`src/rtl/key_loader.sv`:
```
// Serial key provisioning unit: shifts in a KEY_BITS-wide key MSB-first and drives it on the lock key bus once armed.
// Define KEY_LOADER_CHECKSUM_EN to add the XOR-byte checksum phase, retry counting, FAULT and LOCKOUT.
module key_loader #(
    parameter int KEY_BITS  = 64,
    parameter int MAX_RETRY = 3
) (
    input  logic                clk,
    input  logic                rst,
    input  logic                start,
    input  logic                key_valid,
    input  logic                key_bit,
    output logic                key_ready,
    output logic [KEY_BITS-1:0] key_out,
    output logic                key_armed,
    output logic                key_fault,
    output logic                key_lockout,
    output logic                busy
);

    localparam int CNT_W = $clog2(KEY_BITS);

    if ((KEY_BITS % 8 != 0) || (MAX_RETRY < 1) || (MAX_RETRY > 15)) begin : g_bad_param
        $error("key_loader: illegal KEY_BITS or MAX_RETRY");
    end

`ifdef KEY_LOADER_CHECKSUM_EN
    typedef enum logic [2:0] {S_IDLE, S_SHIFT, S_CHK, S_ARMED, S_FAULT, S_LOCKOUT} state_t;

    function automatic logic [7:0] byte_xor(input logic [KEY_BITS-1:0] k);
        logic [7:0] acc;
        acc = 8'h00;
        for (int i = 0; i < KEY_BITS / 8; i++) begin
            acc = acc ^ k[i*8 +: 8];
        end
        return acc;
    endfunction

    logic [7:0] chk_q, chk_d;
    logic [3:0] retry_q, retry_d;
`else
    typedef enum logic [1:0] {S_IDLE, S_SHIFT, S_ARMED} state_t;
`endif

    state_t              state_q, state_d;
    logic [KEY_BITS-1:0] shift_q, shift_d;
    logic [KEY_BITS-1:0] key_q, key_d;
    logic [CNT_W-1:0]    cnt_q, cnt_d;
    logic                xfer_s;

    assign xfer_s = key_valid && key_ready;

    // Status decode from the registered state.
    always_comb begin
        key_ready   = 1'b0;
        key_armed   = 1'b0;
        key_fault   = 1'b0;
        key_lockout = 1'b0;
        case (state_q)
            S_SHIFT:   key_ready = 1'b1;
`ifdef KEY_LOADER_CHECKSUM_EN
            S_CHK:     key_ready = 1'b1;
            S_FAULT:   key_fault = 1'b1;
            S_LOCKOUT: begin
                key_fault   = 1'b1;
                key_lockout = 1'b1;
            end
`endif
            S_ARMED:   key_armed = 1'b1;
            default:   key_ready = 1'b0;
        endcase
    end

    assign busy    = key_ready;
    assign key_out = key_q;

    // Next-state logic: the key bus only changes on entry to or exit from ARMED.
    always_comb begin
        state_d = state_q;
        shift_d = shift_q;
        key_d   = key_q;
        cnt_d   = cnt_q;
`ifdef KEY_LOADER_CHECKSUM_EN
        chk_d   = chk_q;
        retry_d = retry_q;
`endif
        case (state_q)
            S_IDLE: begin
                if (start) begin
                    state_d = S_SHIFT;
                    shift_d = '0;
                    cnt_d   = '0;
                end else begin
                    state_d = S_IDLE;
                end
            end
            S_SHIFT: begin
                if (xfer_s) begin
                    shift_d = {shift_q[KEY_BITS-2:0], key_bit};
                    if (cnt_q == CNT_W'(KEY_BITS - 1)) begin
                        cnt_d = '0;
`ifdef KEY_LOADER_CHECKSUM_EN
                        state_d = S_CHK;
`else
                        state_d = S_ARMED;
                        key_d   = {shift_q[KEY_BITS-2:0], key_bit};
`endif
                    end else begin
                        cnt_d = cnt_q + CNT_W'(1);
                    end
                end else begin
                    state_d = S_SHIFT;
                end
            end
`ifdef KEY_LOADER_CHECKSUM_EN
            S_CHK: begin
                if (xfer_s) begin
                    chk_d = {chk_q[6:0], key_bit};
                    if (cnt_q == CNT_W'(7)) begin
                        cnt_d = '0;
                        if ({chk_q[6:0], key_bit} == byte_xor(shift_q)) begin
                            state_d = S_ARMED;
                            key_d   = shift_q;
                            retry_d = 4'd0;
                        end else begin
                            retry_d = retry_q + 4'd1;
                            state_d = (retry_d == 4'(MAX_RETRY)) ? S_LOCKOUT : S_FAULT;
                        end
                    end else begin
                        cnt_d = cnt_q + CNT_W'(1);
                    end
                end else begin
                    state_d = S_CHK;
                end
            end
            S_FAULT: begin
                if (start) begin
                    state_d = S_SHIFT;
                    shift_d = '0;
                    cnt_d   = '0;
                end else begin
                    state_d = S_FAULT;
                end
            end
            S_LOCKOUT: state_d = S_LOCKOUT;
`endif
            S_ARMED: begin
                if (start) begin
                    state_d = S_SHIFT;
                    shift_d = '0;
                    cnt_d   = '0;
                    key_d   = '0;
                end else begin
                    state_d = S_ARMED;
                end
            end
            default: begin
                state_d = S_IDLE;
                key_d   = '0;
            end
        endcase
    end

    // State and datapath registers with synchronous reset.
    always_ff @(posedge clk) begin
        if (rst) begin
            state_q <= S_IDLE;
            shift_q <= '0;
            key_q   <= '0;
            cnt_q   <= '0;
`ifdef KEY_LOADER_CHECKSUM_EN
            chk_q   <= 8'h00;
            retry_q <= 4'd0;
`endif
        end else begin
            state_q <= state_d;
            shift_q <= shift_d;
            key_q   <= key_d;
            cnt_q   <= cnt_d;
`ifdef KEY_LOADER_CHECKSUM_EN
            chk_q   <= chk_d;
            retry_q <= retry_d;
`endif
        end
    end

endmodule

```
`config.mk`:
```
export PLATFORM = sky130hd
export DESIGN_NAME = key_loader
export DESIGN_NICKNAME = d
export VERILOG_FILES = /design/src/rtl/key_loader.sv
export SDC_FILE = /design/constraint.sdc
export NUM_CORES = 1
export LEC_CHECK = 0
export BUFFER_PORTS_ARGS = -buffer_cell sky130_fd_sc_hd__buf_4
export CAP_MARGIN = 20
export CORE_MARGIN = 4
export CORE_UTILIZATION = 61
export CTS_CLUSTER_DIAMETER = 30
export DETAILED_ROUTE_END_ITERATION = 8
export MAX_ROUTING_LAYER = met4
export PLACE_DENSITY = 0.84
export SYNTH_ARGS = -nofsm -noshare
export SYNTH_HDL_FRONTEND = slang
export SYNTH_SLANG_ARGS = --single-unit
```
`constraint.sdc`:
```
create_clock -name clk -period 2.3 [get_ports clk]
set_clock_uncertainty 0.15 [all_clocks]
set_input_delay 0.23 -clock clk [delete_from_list [all_inputs] [get_ports clk]]
set_output_delay 0.23 -clock clk [all_outputs]
set_load 0.03 [all_outputs]
```
==> results of run 1 <==
[layer usage]
metal  share of wire, %  up-vias  wire [um]
met5                  0        -          0
met4                2.0        0        246
met3                6.5       29        806
met2                 50      186       6232
met1                 42     2192       5185
li1                   -     2241          -
[registers in the layout, indices dropped and copies added, names as in the netlist]
name,flops
shift_q,63
key_out,64
cnt_q,6
state_q,2
[synth_stat cells (2+ instances only)]
master,number
sky130_fd_sc_hd__buf_2,20
sky130_fd_sc_hd__mux2i_1,63
sky130_fd_sc_hd__dfxtp_1,135
sky130_fd_sc_hd__nor3_1,3
sky130_fd_sc_hd__a221o_1,2
sky130_fd_sc_hd__and4_1,2
sky130_fd_sc_hd__clkbuf_1,14
sky130_fd_sc_hd__buf_4,7
sky130_fd_sc_hd__a21oi_1,68
sky130_fd_sc_hd__nand3_1,131
sky130_fd_sc_hd__nand2_1,128
sky130_fd_sc_hd__buf_1,2
sky130_fd_sc_hd__buf_6,18
sky130_fd_sc_hd__nor3b_1,2
sky130_fd_sc_hd__nand4b_1,2
sky130_fd_sc_hd__nor2b_1,4
[placed cells by master (no fill, tap or decap), types with 2 or more instances in the layout]
master / n
sky130_fd_sc_hd__dfxtp_1: 134
sky130_fd_sc_hd__nand3_1: 131
sky130_fd_sc_hd__nand2_1: 128
sky130_fd_sc_hd__buf_4: 81
sky130_fd_sc_hd__a21oi_1: 68
sky130_fd_sc_hd__mux2i_1: 63
sky130_fd_sc_hd__clkbuf_16: 16
sky130_fd_sc_hd__nor2b_1: 4
sky130_fd_sc_hd__dlygate4sd3_1: 4
sky130_fd_sc_hd__nor3_1: 3
sky130_fd_sc_hd__clkinvlp_4: 3
sky130_fd_sc_hd__clkinv_4: 3
sky130_fd_sc_hd__buf_12: 3
sky130_fd_sc_hd__and4_1: 2
sky130_fd_sc_hd__nand4b_1: 2
sky130_fd_sc_hd__a221o_1: 2
sky130_fd_sc_hd__nor3b_1: 2
sky130_fd_sc_hd__conb_1: 2
sky130_fd_sc_hd__clkbuf_8: 2
sky130_fd_sc_hd__clkinv_2: 2
sky130_fd_sc_hd__inv_6: 2
sky130_fd_sc_hd__bufinv_16: 2
[path summary, 6_finish.rpt]
path	from	end	slack [ns]
min reg2reg	shift_q[62]	key_out[63]	0.32
max	state_q[1]	shift_q[0]	0.04
min	key_valid	state_q[0]	0.02
max reg2reg	state_q[1]	shift_q[0]	0.04
[kinds of logic after synthesis]
kind of cell	count (synthesis)	share of synthesized area, %
AOI/OAI and AO/OA	80	8.215
xor gates and xnor gates	1	0.1584
adders and majority gates	1	0.2263
buffers and inverters	64	7.739
DFF	135	48.88
muxes	63	11.41
other	1	0.06782
and+or+nand+nor	280	23.31
[where the power goes]
group / total [W] / leakage, nW / internal (W) / switching, W
Clock: 0.00263 / 0.277 / 0.00158 / 0.00104
Combinational: 0.000188 / 1.38 / 0.0000403 / 0.000148
Sequential: 0.00235 / 1.09 / 0.00234 / 0.00000747
Total: 0.00517 / 2.75 / 0.00397 / 0.00120
[cell type report]
cell class	instances	area share, %
timing repair buffer	89	10.97
tap	108	2.061
multi-input combinational	427	36.79
inverter	2	0.1145
clock buffer	19	6.583
clock inverter	13	2.251
sequential	135	41.23
[worst register-to-register path: cells and delay by family, from the launching register on]
family | cells | cell delay, ns
buffers and inverters | 2 | 0.92
AO/OA/AOI/OAI | 1 | 0.17
flip-flops | 1 | 0.56
AND/OR/NAND/NOR | 2 | 0.40
[stage by stage]
stage	util (%)	setup WS, ns	total power [W]	hold WS, ns	instance area, um2
floorplan	-	0.6397	0.002556	0.2205	5533
global placement	67.48	0.4148	0.002570	0.3037	5913
detailed placement	67.48	0.3481	0.002575	0.3066	5913
CTS	74.54	0.06273	0.005175	0.003707	6533
global route	74.83	0.002308	0.005314	0.03382	6558
finish	74.83	0.04429	0.005167	0.01972	6558
[repair_timing]
item / CTS / global route
hold buffers: 4 / 0
setup endpoints to repair: 0 / 1
resized for setup: 0 / 2
hold endpoints to repair: 24 / 0
==> results.txt, run 1 <==
The count of endpoints failing hold in the final timing report is 0. In this run the worst hold path is classified as in2reg. The kind of cell adding the most delay to the critical path is buffers and inverters. The proportion of register bits with asynchronous set or reset after synthesis came out at 0%. The first-pass GRT wire length came out at 20710 um. The area of the core came out at 8763 um2.

At the later pin of the worst-skew pair, clock insertion delay measures 0.52 ns. The placed instance count is 756. Setup repair after global routing left no endpoint under its margin.

STA classifies the critical path endpoint as a flip-flop. The highest fanout seen on the critical path came out at 47. The layer carrying the most global-route usage is met2. The detail route stage leaves a number of antenna-violating nets equal to 0.

For this design, the slowest cell found on the critical path is sky130_fd_sc_hd__dlygate4sd3_1. The synthesized design contains 0 enable-type register cells. The met3 demand-to-capacity share in global routing came out at under 10%. The worst hold path was traced through 4 stages. The data arrival time of the critical path came out at 2.56 ns. The total clock buffers created by CTS came out at 17. The post-synthesis cell area is 5529 um2. At the end of the flow, the number of nets in the layout was 678.

The filler cells instantiated in the layout total 576. The diode insertion count for antenna repair is 0. The overall via count from detail_route came out at between 4000 and 5000. The accumulated negative setup slack is 0 ns. The routed design has between 10000 and 15000 um of wire. The worst setup path is of the reg2reg kind.

The total power divided by cell area is 787.9 nW/um2. The signal on the critical path passes through nand3b_1 > buf_6 > nand3_1 > a21oi_1 > dlygate4sd3_1. Sequential cells were found to cover roughly half of the synthesized design area. In this run the tool buffered the top-level ports with between 70 and 80 buffer cells. The filler-free cell count of the finished design is 793. Counting every sink on the clock net gives 135. The first TritonRoute pass finished after 6 iterations. The placer congestion estimate came out at 0.8309. The post-layout minimum cycle time is 2.256 ns. The maximum number of pins on one net before global-route repair came out at 65. STA classifies the critical path startpoint as a flip-flop. The area share of the leading cell type in the synthesized netlist came out at roughly half. The via-per-instance ratio came out at 5.861. The final max-slew violation count came out at 0.

The fraction of met2 tracks used by global routing is 39.22%. Summed over all instances, the cell type with the most area after synthesis is sky130_fd_sc_hd__dfxtp_1. In this run the number of H-tree levels came out at 4. The starting density of the core came out at 63.09%. The number of endpoints failing setup at the final stage is 0. After technology mapping, the gate count stands at between 600 and 700. The number of storage elements in the synthesis netlist came out at roughly 140. The max-cap check violation count came out at 0. The mean instance size in the synthesized netlist is 8.846 um2. For this block, the initial DRC count from the detailed router was around 450. The sequential standard cell area came out at between 2000 and 3000 um2. The multi-input combinational cells in the finished layout cover a total of between 2000 and 2500 um2. The number of global-route vias before repair was 4279. In this run the clock root is driven by a sky130_fd_sc_hd__clkbuf_8. VDD sags by at most 478.5 uV.

Relative to the synthesized area, the layout overhead comes to 18.60%. The post-route clock period utilization came out at 98.07%. The Yosys step of the flow raised 0 warnings. For this run, the leading register cell type out of synthesis is sky130_fd_sc_hd__dfxtp_1.

The floorplan die height is 103.2 um. The initial antenna violation count is 0. The cell count of the worst reg-to-reg path came out at 5. The maximum achievable frequency came out at 443.3 MHz.

The fraction of layout instances using a drive strength above 1 came out at 17.96%. The overall die area is roughly 11000 um2. The worst path buffer plus inverter count is 2. Pin placement for this block handled 74 I/O pins.

The worst endpoint required time is 2.61 ns. The delay of the slowest cell on the worst path is 0.58 ns. The site row count is 34. The remaining routing DRC violations came out at 0. TritonCTS built the clock tree.

The critical path depth in cells came out at 5. The met1 layer usage reported by global route came out at 32.69%. The run finished with clean final reports.

The distinct cell type count of the synthesized netlist is 40. In this run the post-CTS setup repair buffer count came out at 0. The leakage power total came out at 2.746 nW.

Yosys attributes the largest share of cell area to sky130_fd_sc_hd__dfxtp_1 (49%), sky130_fd_sc_hd__nand3_1 (12%), sky130_fd_sc_hd__mux2i_1 (11%). Clock-pin slew was measured on the worst setup and hold paths at 0.06 ns. The detail-routed net length per standard cell came out at 15.73 um.

The residual overflow from global routing is 0. The width of the chip came out at 103.2 um. The half-perimeter wire length after placement is roughly 7200 um. In the global route stage, overall resource usage came out at 25.05%. The maximum count of clock buffers along a single path is 2.
Note: power is estimated with default switching activity, not from simulation.
==> run 2, diff against run 1 <==
--- a/config.mk
+++ b/config.mk
@@ -8,11 +8,10 @@
 export BUFFER_PORTS_ARGS = -buffer_cell sky130_fd_sc_hd__buf_4
 export CAP_MARGIN = 20
 export CORE_MARGIN = 4
-export CORE_UTILIZATION = 61
+export CORE_UTILIZATION = 25
 export CTS_CLUSTER_DIAMETER = 30
 export DETAILED_ROUTE_END_ITERATION = 8
 export MAX_ROUTING_LAYER = met4
-export PLACE_DENSITY = 0.84
 export SYNTH_ARGS = -nofsm -noshare
 export SYNTH_HDL_FRONTEND = slang
 export SYNTH_SLANG_ARGS = --single-unit
==> run 2 against run 1 <==
  * Via count fell by 4.7%
  * Non-clock buffer count unchanged
  * Die area grew 130%
  * Largest power group unchanged
  * Register-to-register slack better by 0.26 ns
  * Final cell count grew 22%
  * Worst hold slack gained 0.040 ns
  * Critical path depth stayed put
  * Setup slack better by 0.26 ns
==> results.txt, run 2 (synthesized netlist as in run 1, its figures left out) <==
The first-pass GRT wire length came out at 21920 um (+5.8%). The total number of clock tree sinks came out at 135 (unchanged). The final max-slew violation count came out at 0 (unchanged). The width of the chip was 156.7 um (+52%).

The post-layout minimum cycle time came to 1.991 ns (-0.2643 ns). The accumulated negative setup slack came out at 0 ns (unchanged). The antenna violation net count after detailed routing is 0 (unchanged). The maximum number of pins on one net before global-route repair came out at 50 (-23%).

The leakage power total came out at 2.749 nW (+0.12%). The buffers inserted during post-CTS setup optimization is 0 (unchanged). The worst slack at placement came out at 0.3146 ns (-0.03346 ns). The number of buffers added to fix hold violations after cts came out at 1 (-3). The placer congestion estimate was 0.7462 (-10%). The detail-routed net length per standard cell is 13.97 um (-11%). The worst voltage drop across the vdd grid came out at 505.6 uV (+5.7%). TritonCTS built the clock tree. The final wirelength came out at 13490 um (+8.2%). The placed instance count came out at 932 (+23%). The path class of the tightest hold or removal check is in2reg.

The number of endpoints failing setup at the final stage was 0 (unchanged). The delay of the slowest cell on the worst path came out at 0.35 ns (-0.23 ns). The overall die area was 24560 um2 (+130%). The post-route clock period utilization came out at 86.58% (-11 points). The number of design-rule violations left by the first detailed-router iteration is 243 (-46%). The floorplan die height is 156.7 um (+52%). met2 is the most crowded layer.

The total clock buffers created by CTS is 17 (unchanged). The highest fanout seen on the critical path is 20 (-57%). The normalized max-slew margin is 64.26%. The number of flip-flops in the largest register came out at 64 (unchanged).

The top cell types in the final layout, fill and taps aside, are sky130_fd_sc_hd__dfxtp_1 (135), sky130_fd_sc_hd__nand3_1 (131), sky130_fd_sc_hd__nand2_1 (128). The number of global-route vias before repair came to 4210 (-1.6%). The starting density of the core is 25.41% (-38 points). STA classifies the critical path startpoint as a flip-flop. The site row count was 54 (+59%).

The post-route worst setup slack came out at 0.3086 ns (+0.2643 ns). The filler cell count is 2307 (+300%). The max-cap check violation count came out at 0 (unchanged). The final design utilization came to 31.14% (-44 points). The residual overflow from global routing is 0 (unchanged). The run finished with clean final reports. Leaving out fill and tap cells, the most frequent cell in the layout is sky130_fd_sc_hd__dfxtp_1.

The worst hold margin is 0.06015 ns (+0.04043 ns). The met3 demand-to-capacity share in global routing came out at 5.088% (+0.13 points). The number of H-tree branching levels is 4 (unchanged). The overall track demand over capacity in global routing is 11.52% (-14 points). The area of the core came to 21760 um2 (+150%). The data arrival time of the critical path is 2.19 ns (-0.37 ns). The maximum achievable frequency is 502.2 MHz (+13%). The signal on the critical path passes through ha_1 > and4_1 > nand2_4 > buf_4 > mux2i_1. The fraction of layout instances using a drive strength above 1 came out at 18.39% (+0.44 points). The total power divided by cell area came to 767.1 nW/um2 (-2.6%). The number of resized instances in the post-cts repair step is 0 (unchanged). The remaining routing DRC violations came out at 0 (unchanged). The via-per-instance ratio is 4.585 (-22%). The setup path with the least slack is of type reg2reg.

Relative to the synthesized area, the layout overhead comes to 22.54%. The half-perimeter wire length after placement came out at 8630 um (+20%). The count of endpoints failing hold in the final timing report came out at 0 (unchanged). The met1 layer usage reported by global route came to 14.50% (-18 points). The worst endpoint required time came out at 2.50 ns (-0.11 ns). The transition time at the pin with the least slew margin is 0.5361 ns. The fraction of met2 tracks used by global routing came out at 16.25% (-23 points). The initial antenna violation count is 1 (+1). The number of detailed-routing iterations run before antenna repair is 5 (-1).

The worst setup path is captured at a flip-flop. The CTS clock-pin slew for the worst setup and hold paths was 0.06 ns (about the same). The tree is rooted in a sky130_fd_sc_hd__clkbuf_16. The number of ports placed on the die boundary came to 74 (unchanged).

The overall via count from detail_route came out at 4429 (-4.7%). Setup repair after global routing left no endpoint under its margin. The filler-free cell count of the finished design came out at 966 (+22%). The clock latency on the worst-skew pair is 0.42 ns (-0.10 ns). The number of nets in the final layout was 678 (unchanged). The number of I/O port buffers came out at 71 (unchanged). The standard cell with the maximum stage delay on the critical path is sky130_fd_sc_hd__dfxtp_1. The maximum count of clock buffers along a single path is 2 (unchanged).
## run 2: changes by cell type in the layout (fill, tap and decap cells not counted), sizes merged
| cell | previous run | this run |
|---|---|---|
| clkinv | 5 | 7 |
| dlygate4sd3 | 4 | 1 |
| diode | 0 | 1 |
| buf | 85 | 88 |
| clkbuf | 19 | 17 |
## run 2: worst paths after layout
path                     from     endpoint  slack (ns)  cells past startpoint
setup / recovery     cnt_q[0]  key_out[18]        0.31                      5
hold / removal          start   key_out[0]        0.06                      4
setup reg to reg     cnt_q[0]  key_out[18]        0.31                      5
hold reg to reg   shift_q[62]  key_out[63]        0.32                      2
## run 2: through the flow
step	power, W	cell area (um2)
after floorplan	0.002556	5533
after global placement	0.002592	6183
after detailed placement	0.002591	6183
after CTS	0.005272	6773
after global routing	0.005416	6775
final	0.005197	6775
## run 2: area by class of cell
type | instances | area (um2) | share of cell area, %
diodes | 1 | 2.502 | 0.03693
clock buffers | 17 | 425.4 | 6.279
clock inverters | 15 | 153.9 | 2.271
inverters | 2 | 7.507 | 0.1108
multi-input cells | 427 | 2412 | 35.60
flip-flops and latches | 135 | 2703 | 39.89
well taps | 280 | 350.3 | 5.171
repair buffers | 89 | 720.7 | 10.64
## run 2: per-layer routing
layer	vias up	share of wire (%)
li1	2239	-
met1	2088	47
met2	93	45
met3	9	7.3
met4	0	1.0
met5	-	0
## run 2: worst max-delay path: cells and delay by family (launching register included)
kind | cells | cell delay [ns]
AND/OR/NAND/NOR | 2 | 0.59
flip-flops | 1 | 0.35
adder cells (fa/ha/maj) | 1 | 0.30
buffers and inverters | 1 | 0.31
multiplexers | 1 | 0.21
## run 2: report_power, final
group / total, W / switching [W] / internal (W)
logic: 0.000190 / 0.000150 / 0.0000404
registers: 0.00235 / 0.00000702 / 0.00234
clock network: 0.00266 / 0.00106 / 0.00160
==> run 3, diff against run 2 <==
--- a/config.mk
+++ b/config.mk
@@ -11,7 +11,6 @@
 export CORE_UTILIZATION = 25
 export CTS_CLUSTER_DIAMETER = 30
 export DETAILED_ROUTE_END_ITERATION = 8
-export MAX_ROUTING_LAYER = met4
 export SYNTH_ARGS = -nofsm -noshare
 export SYNTH_HDL_FRONTEND = slang
 export SYNTH_SLANG_ARGS = --single-unit
==> run 3 against run 2 <==
  * Critical path type unchanged
  * Sequential cell count is the same
  * Combinational power is essentially flat
  * Worst hold slack is essentially flat
  * Wire length shrank 0.27%
  * Core utilization is essentially flat
==> results.txt, run 3 (synthesized netlist as in run 1, its figures left out) <==
The number of H-tree branching levels came out at 4 (unchanged). The transition time at the pin with the least slew margin is 0.5398 ns (+0.003699 ns). The via-per-instance ratio came out at 4.601 (+0.35%). The width of the chip is 156.7 um (unchanged). The worst voltage drop across the vdd grid came out at 509.3 uV (+0.73%). The run finished with clean final reports. The count of endpoints failing hold in the final timing report is 0 (unchanged).

Traced cell by cell, the critical path runs through ha_1 > and4_1 > nand2_4 > buf_4 > mux2i_1. The delay of the slowest cell on the worst path came out at 0.35 ns (about the same). The number of ports placed on the die boundary came to 74 (unchanged).

The number of detailed-routing iterations run before antenna repair came out at 5 (unchanged). The clock latency on the worst-skew pair was 0.41 ns (about the same). The number of global-route vias before repair came out at 4206 (-0.095%).

The leakage power total came out at 2.749 nW (about the same). The number of I/O port buffers came out at 71 (unchanged). Setup repair after global routing left no endpoint under its margin. The post-route clock period utilization is 86.49% (-0.091 points).

The normalized max-slew margin is 64.01% (-0.25 points). The fraction of layout instances using a drive strength above 1 came out at 18.39% (unchanged). The area of all placed cells without fillers came out at 6773 um2 (about the same).

The area of the core was 21760 um2 (unchanged). The overall die area came to 24560 um2 (unchanged). The worst slack at placement is 0.3146 ns (unchanged). The reg-to-reg setup timing slack came out at 0.31 ns (about the same).

The floorplan die height came out at 156.7 um (unchanged). The cell count of the worst reg-to-reg path came to 5 (unchanged). The maximum number of pins on one net before global-route repair came to 50 (unchanged).

The placer congestion estimate is 0.7371 (-1.2%). The data arrival time of the critical path came out at 2.18 ns (about the same). In this run the worst hold path is classified as in2reg. The overall via count from detail_route is 4440 (+0.25%). The post-layout minimum cycle time came to 1.989 ns (-0.002085 ns).

The TritonCTS clock tree is done. The total number of clock tree sinks came out at 135 (unchanged). The highest fanout seen on the critical path is 20 (unchanged). The filler cell count is 2303 (-0.17%). The detail-routed net length per standard cell is 13.94 um (-0.16%). The site row count is 54 (unchanged). The worst setup path is launched from a flip-flop. The worst setup path is of the reg2reg kind. The remaining routing DRC violations is 0 (unchanged).

The final max-slew violation count was 0 (unchanged). In this run the critical register-to-register path is launched from cnt_q[0]. The accumulated negative setup slack was 0 ns (unchanged). The number of endpoints failing setup at the final stage is 0 (unchanged). The number of nets in the final layout came to 678 (unchanged). The CTS clock-pin slew for the worst setup and hold paths is 0.06 ns (about the same). The hold path startpoint is start. The largest individual stage delay along the critical path comes from the cell sky130_fd_sc_hd__dfxtp_1.

The max-cap check violation count is 0 (unchanged). The total cell area at the placement stage is 6183 um2 (unchanged). The cell count of the worst hold path came out at 4 (unchanged).

The endpoint identified for the worst register-to-register timing path is key_out[18]. The residual overflow from global routing came out at 0 (unchanged). The first-pass GRT wire length came out at 21960 um (+0.16%). The maximum count of clock buffers along a single path is 2 (unchanged). The total power divided by cell area was 766.7 nW/um2 (about the same). The commonest non-fill, non-tap cell in the layout is sky130_fd_sc_hd__dfxtp_1. The total clock buffers created by CTS is 17 (unchanged). The starting density of the core is 25.41% (unchanged).

The initial antenna violation count came out at 1 (unchanged). The post-route worst setup slack came out at 0.3107 ns (+0.002085 ns). The half-perimeter wire length after placement is 8630 um (unchanged). The worst endpoint required time came out at 2.50 ns (about the same). The maximum achievable frequency is 502.7 MHz (+0.10%).

The worst hold margin is 0.06052 ns (+0.0003736 ns). The antenna violation net count after detailed routing came out at 0 (unchanged). Among cell families on the critical path, the largest total delay comes from simple AND/OR/NAND/NOR gates. The sink of the worst hold path is key_out[0]. The worst path buffer plus inverter count came out at 1 (unchanged). The top cell types in the final layout, fill and taps aside, are sky130_fd_sc_hd__dfxtp_1 (135), sky130_fd_sc_hd__nand3_1 (131), sky130_fd_sc_hd__nand2_1 (128). The overall track demand over capacity in global routing came out at 11.20% (-0.32 points).

The buffers inserted during post-CTS setup optimization is 0 (unchanged). The area added between synthesis and finish is 22.49% (about the same). The number of flip-flops in the largest register came out at 64 (unchanged). The diode insertion count for antenna repair came out at 0 (-1). In this run the clock root is driven by a sky130_fd_sc_hd__clkbuf_16. The final wirelength came out at 13460 um (-0.27%). The number of design-rule violations left by the first detailed-router iteration came out at 226 (-7.0%).

STA classifies the critical path endpoint as a flip-flop.
run 3: final cells by class:
cell class	count	area, um2	share of cell area, %
multi-input cells	427	2412	35.62
repair buffers	89	720.7	10.64
clock inverters	15	153.9	2.272
flip-flops and latches	135	2703	39.90
inverters	2	7.507	0.1108
well taps	280	350.3	5.173
clock buffers	17	425.4	6.281
run 3: worst register-to-register path, delay by kind of cell (launching register included):
| kind | cells | cell delay [ns] |
|---|---|---|
| buffers and inverters | 1 | 0.32 |
| muxes | 1 | 0.21 |
| adders and majority gates | 1 | 0.30 |
| and+or+nand+nor | 2 | 0.59 |
| DFF | 1 | 0.35 |
run 3: how the worst max path moves through the flow:
stage | startpoint | to | slack, ns | depth (start not counted)
5_1_grt | cnt_q[1] | key_out[1] | 0.21 | 5
6_report | cnt_q[0] | key_out[18] | 0.31 | 5
3_3_place_gp | cnt_q[0] | key_out[1] | 0.37 | 5
3_5_place_dp | cnt_q[0] | key_out[18] | 0.31 | 5
4_1_cts | cnt_q[0] | key_out[18] | 0.30 | 5
2_1_floorplan | state_q[0] | key_ready | 0.64 | 3
run 3: timing repair:
action | CTS | global route
endpoints found under the hold margin | 2 | 0
hold buffers | 1 | 0
gates resized for setup | 0 | 0
run 3: layer usage:
metal	vias to the layer above	share of wire, %	GRT usage [%]
met5	-	0.15	0
met3	15	7.4	5.116
met2	102	45	16.15
met1	2080	46	14.62
li1	2241	-	-
met4	2	1.4	4.298
run 3: per-stage QoR:
stage | util, % | total power [W] | cells
3_3_place_gp | 28.42 | 0.002592 | 932
5_1_grt | 31.13 | 0.005416 | 965
3_5_place_dp | 28.42 | 0.002591 | 932
6_report | 31.13 | 0.005193 | 965
4_1_cts | 31.13 | 0.005272 | 965
2_1_floorplan | - | 0.002556 | 626
run 3: power breakdown:
group / internal [W] / switching (W)
Sequential: 0.00234 / 0.00000714
Clock: 0.00160 / 0.00105
Combinational: 0.0000404 / 0.000149
